<file path="config.mk">
export PLATFORM = sky130hd
export DESIGN_NAME = light_seq_ctrl
export DESIGN_NICKNAME = d
export VERILOG_FILES = /design/src/rtl/light_seq_ctrl.sv
export SDC_FILE = /design/constraint.sdc
export NUM_CORES = 1
export LEC_CHECK = 0
export ABC_AREA = 1
export CORE_MARGIN = 2
export CORE_UTILIZATION = 57
export CTS_BUF_LIST = sky130_fd_sc_hd__clkbuf_8
export CTS_CLUSTER_DIAMETER = 40
export DETAILED_ROUTE_END_ITERATION = 10
export GPL_TIMING_DRIVEN = 0
export PLACE_DENSITY = 0.82
export SLEW_MARGIN = 20
export SYNTH_ARGS = -nofsm -noshare
export SYNTH_HDL_FRONTEND = slang
export SYNTH_SLANG_ARGS = --single-unit
</file>
<file path="constraint.sdc">
create_clock -name clk -period 1.85 [get_ports clk]
set_input_delay 0.185 -clock clk [delete_from_list [all_inputs] [get_ports clk]]
set_output_delay 0.185 -clock clk [all_outputs]
set_load 0.05 [all_outputs]
</file>
<file path="src/rtl/light_seq_ctrl.sv">
// light_seq_ctrl: button conditioning and advance sequencing for the LED colour stepper
module light_seq_ctrl #(
    parameter int DEBOUNCE_CYCLES = 4,
    parameter int PERIOD_W        = 16,
    parameter int CNT_W           = 8
) (
    input  logic                clk,
    input  logic                rst,
    input  logic                btn_raw,
    input  logic [1:0]          mode,
    input  logic [PERIOD_W-1:0] period,
    output logic                adv,
    output logic                btn_db,
    output logic                paused,
    output logic [CNT_W-1:0]    adv_count
);
    localparam logic [1:0] M_OFF  = 2'b00;
    localparam logic [1:0] M_HOLD = 2'b01;
    localparam logic [1:0] M_STEP = 2'b10;
    localparam logic [1:0] M_AUTO = 2'b11;
    localparam logic [7:0] DBC_LAST = 8'(DEBOUNCE_CYCLES - 1);

    logic                s1_q, s2_q;
    logic                db_q, db_d, db_dly_q;
    logic [7:0]          dbc_q, dbc_d;
    logic [1:0]          mode_q;
    logic [PERIOD_W-1:0] tick_q, tick_d;
    logic                adv_q, adv_d;
    logic                paused_q, paused_d;
    logic [CNT_W-1:0]    cnt_q;
    logic                differs, rise, mode_chg, auto_hit;

    assign differs  = s2_q != db_q;
    assign rise     = db_q & ~db_dly_q;
    assign mode_chg = mode != mode_q;
    assign auto_hit = (tick_q == period) & ~paused_q;

    // Debounce: flip the stable level only after DEBOUNCE_CYCLES consecutive disagreeing samples
    always_comb begin
        db_d  = (differs && dbc_q == DBC_LAST) ? ~db_q : db_q;
        dbc_d = (differs && dbc_q != DBC_LAST) ? dbc_q + 8'd1 : 8'd0;
    end

    // Advance decision per mode; a mode change suppresses everything for one cycle
    always_comb begin
        adv_d    = (mode_chg || mode == M_OFF) ? 1'b0 :
                   mode == M_HOLD ? db_q :
                   mode == M_STEP ? rise : auto_hit;
        tick_d   = (mode_chg || mode != M_AUTO) ? '0 :
                   paused_q ? tick_q :
                   (tick_q >= period) ? '0 : tick_q + PERIOD_W'(1);
        paused_d = (mode == M_AUTO && !mode_chg) ? paused_q ^ rise : 1'b0;
    end

    // State registers; a held button must re-debounce after reset because the sync flops clear too
    always_ff @(posedge clk or posedge rst) begin
        if (rst) begin
            s1_q     <= 1'b0;
            s2_q     <= 1'b0;
            db_q     <= 1'b0;
            db_dly_q <= 1'b0;
            dbc_q    <= 8'd0;
            mode_q   <= M_OFF;
            tick_q   <= '0;
            adv_q    <= 1'b0;
            paused_q <= 1'b0;
            cnt_q    <= '0;
        end else begin
            s1_q     <= btn_raw;
            s2_q     <= s1_q;
            db_q     <= db_d;
            db_dly_q <= db_q;
            dbc_q    <= dbc_d;
            mode_q   <= mode;
            tick_q   <= tick_d;
            adv_q    <= adv_d;
            paused_q <= paused_d;
            cnt_q    <= cnt_q + CNT_W'(adv_q);
        end
    end

    assign adv       = adv_q;
    assign btn_db    = db_q;
    assign paused    = paused_q;
    assign adv_count = cnt_q;
endmodule

</file>
# After elaboration in Yosys (flattened, before gate mapping)
# Index checks and enable logic that the tools add are counted.
# word_totals
reg_bits,40
latch_bits,0
ram_bits,0
rom_bits,0
out_inout_bits,11
mem_count,0
# classes
n_addsub,3
multipliers,0
div_mod_pow,0
magnitude_cmp,1
n_eq_ne,10
shift,0
muxes,8
bitwise,6
n_reduce_logical,7
# op_table
op,n
16-bit 2-to-1 mux,3
"16-bit by 1-bit adder with 16-bit output, second input constant",1
16-bit == test,1
16-bit greater-or-equal comparator,1
8-bit by 1-bit adder with 8-bit output,1
"8-bit by 1-bit adder with 8-bit output, second input constant",1
"8-bit by 2-bit == test with 1-bit output, second input constant",1
8-bit 2-to-1 mux,1
"8-bit by 2-bit != test with 1-bit output, second input constant",1
"2-bit == test, second input constant",2
1-bit 2-to-1 mux,4
1-bit logical AND,3
1-bit NOT,3
1-bit AND,2
"2-bit by 1-bit == test with 1-bit output, second input constant",1
2-bit zero test,1
1-bit logical OR,2
"2-bit by 1-bit != test with 1-bit output, second input constant",1
2-bit != test,1
"2-bit != test, second input constant",1
1-bit zero test,1
1-bit != test,1
1-bit bitwise XOR,1

# Depth between registers and ports, before layout
# depth
word_depth,5
mapped_depth,13
ltp_nobuf,12

# Worst setup path before layout
# No wires, ideal clock.
# synth_timing
path_kind,reg-to-reg
startpoint,"register paused_q, in the netlist paused"
endpoint,register tick_q[5]
setup_ps,123
arrival_ps,1503
path_slack_ps,225
stages_incl_launch_ff,8
synth_period_minus_slack_ps,1625
cell_sequence,dfrtp_1 inv_1 nor2_4 inv_2 buf_6 nand2_1 xor2_1 a21oi_2
# synth_via
elab_chain_len,1
# synth_rtl
element,line_no,text
from (decl),29,"logic paused_q, paused_d;"
from (signal assigned),77,paused_q <= paused_d;
2-bit by 1-bit != test with 1-bit output (no source line),-,
to (signal assigned),75,tick_q <= tick_d;
to (decl),27,"logic [PERIOD_W-1:0] tick_q, tick_d;"
# No other way between the ends.
# A chain may end at the register's enable or synchronous reset.

# Worst setup path after layout
# layout_timing
startpoint,register tick_q[14]
endpoint,register tick_q[12]
# layout_via
elab_chain_len,4
# layout_rtl
element,line_no,text
16-bit greater-or-equal comparator,51,(tick_q >= period) ? '0 : tick_q + PERIOD_W'(1);
16-bit 2-to-1 mux,51,
16-bit 2-to-1 mux,50,paused_q ? tick_q :
16-bit 2-to-1 mux,49,tick_d = (mode_chg || mode != M_AUTO) ? '0 :
# No other way between the ends. The select of a mux whose other input is x is not followed.

==> results.cfg <==
[run_status]
outcome = completed

[sta]
clock_skew_ns = 0.00526
finalHoldViolCount = 0
worst_slack_ns = 0.0652
period_share = 0.965
fmax_mhz = 560
relSlewSlack = 0.659
slew_viol_final = 0
finalSetupTns_ns = 0
fin_crit_ns = 1.78
final-setup-viol-count = 0
tightestPinTransition_ns = 0.510

[drt]
drt_first_iter_violations = 63
drc_errors = 0
wl_per_cell_um = 12.6
vias = 2045
drt-vias-per-instance = 5.26
dr.pass1.iters = 5
final_antenna_net_count = 0
wl_um = 4890

[power]
leakage_nw = 1.42
max-vdd-ir-drop_uv = 808
power.density_nw_per_um2 = 799

[yosys]
yosysWarnings = 0
synth.cell_area_sq_um = 2420
netlist_instances = 293
netlist_top_cells_area = dfrtp_1 41%, ha_1 10%, nand2_1 9.3%, inv_1 7.7%, nor2_1 4.6%
yosysSeqAreaShare = 0.413
synth.largest_area_cell = dfrtp_1
syn-num-nets = 334
synth_cell_types = 27
avgSynthCellArea_sq_um = 8.27
ys_ff_latch = 40
synth.top_cell.area_share = 0.413

[min_path]
worst_hold_path_type = input pin to async pin

[floorplan]
design.core.area_sq_um = 4060
dieArea_sq_um = 4790
initial_core_util = 0.597
die_w_um = 69.2
ioPinCount = 32
rows = 23
die_h_um = 69.2

[finish]
multi_input_area_sq_um = 1240
fillers = 293
layout-drive-gt1-share = 0.142
seq_area_sq_um = 1000
final_core_util = 0.748
diodes = 0
nNetsFinal = 379
syn_to_final_growth_pct = 25.3

[clock_tree]
clock-sinks = 40
clkTransAtPathRegs_ns = 0.08
cts_tree = done
insertion_delay_ns = 0.30
clock_path_buffers = 2
clockRootBuffer = clkbuf_8
htreeDepth = 2
cts_buffers = 5
cts_hold_buffers = 0

[grt]
grt_max_degree = 34
overflow = 0
grt_pass1_vias = 1983
grt_first_pass_wirelength_um = 8610
grt_usage = 0.223
antenna_found_initial = 0

[critical_path]
path_max_fanout = 3
cp-end-kind = flip-flop
cp-start-kind = flip-flop
crit_type = flip-flop to flip-flop
required_ns = 2.07
cp_data_arrival_time_ns = 2.01

[place]
pre_cts_slack_ns = -0.337
dpl.hpwl_um = 3560
port_buffers = 31
gp_congestion = 0.847

[run]
cap_violations = 0
[state kept, by name, indices dropped and copies added (netlist names)]
signal,cells
s1_q,1
dbc_q,8
mode_q,2
db_dly_q,1
s2_q,1
btn_db,1
adv_count,8
adv,1
tick_q,16
paused,1
[synthesized netlist by cell type, drive strengths merged]
library cell,n
a21o,2
a21oi,21
a31oi,1
buf,3
dfrtp,40
ha,20
inv,53
nand2,62
nand3,17
nand4,7
nor2,33
nor3,5
nor4,1
o2111ai,1
o21ai,7
o21bai,2
o22ai,3
xnor2,5
xor2,10
[where the power goes]
part	leakage (nW)	switching (mW)	internal, mW
Clock	0.0614	0.316	0.441
Combinational	0.823	0.390	0.222
Sequential	0.534	0.0883	0.970
[layout by cell type, fill, tap and decap left out, types with 2 or more instances in the layout]
cell             synthesis  routed
nand2_1                 60      58
inv_1                   50      49
dfrtp_1                 40      39
clkdlybuf4s50_1          0      31
nor2_1                  30      28
ha_1                    20      18
nand3_1                 17      17
a21oi_2                 10      11
a21oi_1                 11      10
xor2_1                  10      10
o21ai_0                  6       6
nand4_1                  6       6
clkbuf_8                 0       6
buf_4                    0       6
xnor2_1                  5       5
nor3_1                   5       5
inv_2                    3       4
nor2_4                   2       3
nand2_2                  2       3
buf_6                    3       2
nor2_2                   1       2
a21o_1                   2       2
o22ai_2                  2       2
o21bai_1                 2       2
ha_4                     0       2
[worst max-delay path, cell delays in order, from the launching register on]
cell	delay, ns
dfrtp_1	0.40
ha_1	0.28
nand2_1	0.07
inv_1	0.06
nand2_1	0.06
nand2_1	0.07
nor2_2	0.14
nand2_2	0.08
nor2_4	0.16
buf_4	0.14
nand3_1	0.09
a21oi_2	0.15
[what timing repair did]
item                       4_1_cts  5_1_grt
pin swaps                        1        4
buffers inserted                 0        6
hold endpoints to repair         0        0
setup endpoints to repair       10       10
resized for setup                3        8
[metrics by stage]
stage / power (mW) / cells / hold WS, ns / cell area [sq um]
after detailed placement: 1.68 / 375 / 0.351 / 2820
after floorplan: 1.45 / 293 / 0.216 / 2420
after global routing: 2.55 / 389 / 0.121 / 3040
final: 2.43 / 389 / 0.102 / 3040
after global placement: 1.66 / 374 / 0.334 / 2800
after CTS: 2.44 / 383 / 0.0981 / 2950
[cell families (layout without fill, tap and decap cells)]
family / count (synthesis) / in the layout / synth area share
flip-flops: 40 / 40 / 0.413
AND/OR/NAND/NOR: 125 / 125 / 0.229
XOR/XNOR: 15 / 15 / 0.0542
buffers and inverters: 56 / 102 / 0.0960
adder cells (fa/ha/maj): 20 / 20 / 0.103
AO/OA/AOI/OAI: 37 / 37 / 0.105
[layer usage]
layer / vias to the layer above / share of wire / track usage / wire [um]
met5: - / 0 / 0 / 0
met4: 0 / 0.015 / 0.0828 / 74
met3: 5 / 0.049 / 0.0480 / 241
met2: 54 / 0.51 / 0.379 / 2470
met1: 959 / 0.43 / 0.280 / 2100
li1: 1027 / - / - / -
[layout make-up]
cell class	instances	area share
sequential	40	0.330
timing repair buffer	38	0.124
clock inverter	2	0.0128
buffer	3	0.0124
tap	50	0.0206
clock buffer	6	0.0272
inverter	53	0.0655
multi-input combinational	197	0.408
[final timing paths]
check | depth (start not counted) | start | end | slack [ns]
min in group clk | 1 | btn_raw | s1_q | 0.33
worst max-delay path | 11 | tick_q[14] | tick_q[12] | 0.07
worst max register to register | 11 | tick_q[14] | tick_q[12] | 0.07
worst min register to register | 0 | s1_q | s2_q | 0.37
worst min-delay path | 2 | rst | s1_q | 0.10
max in group asynchronous | 3 | rst | tick_q[5] | 1.32
Power figures use the tool's default switching activity.
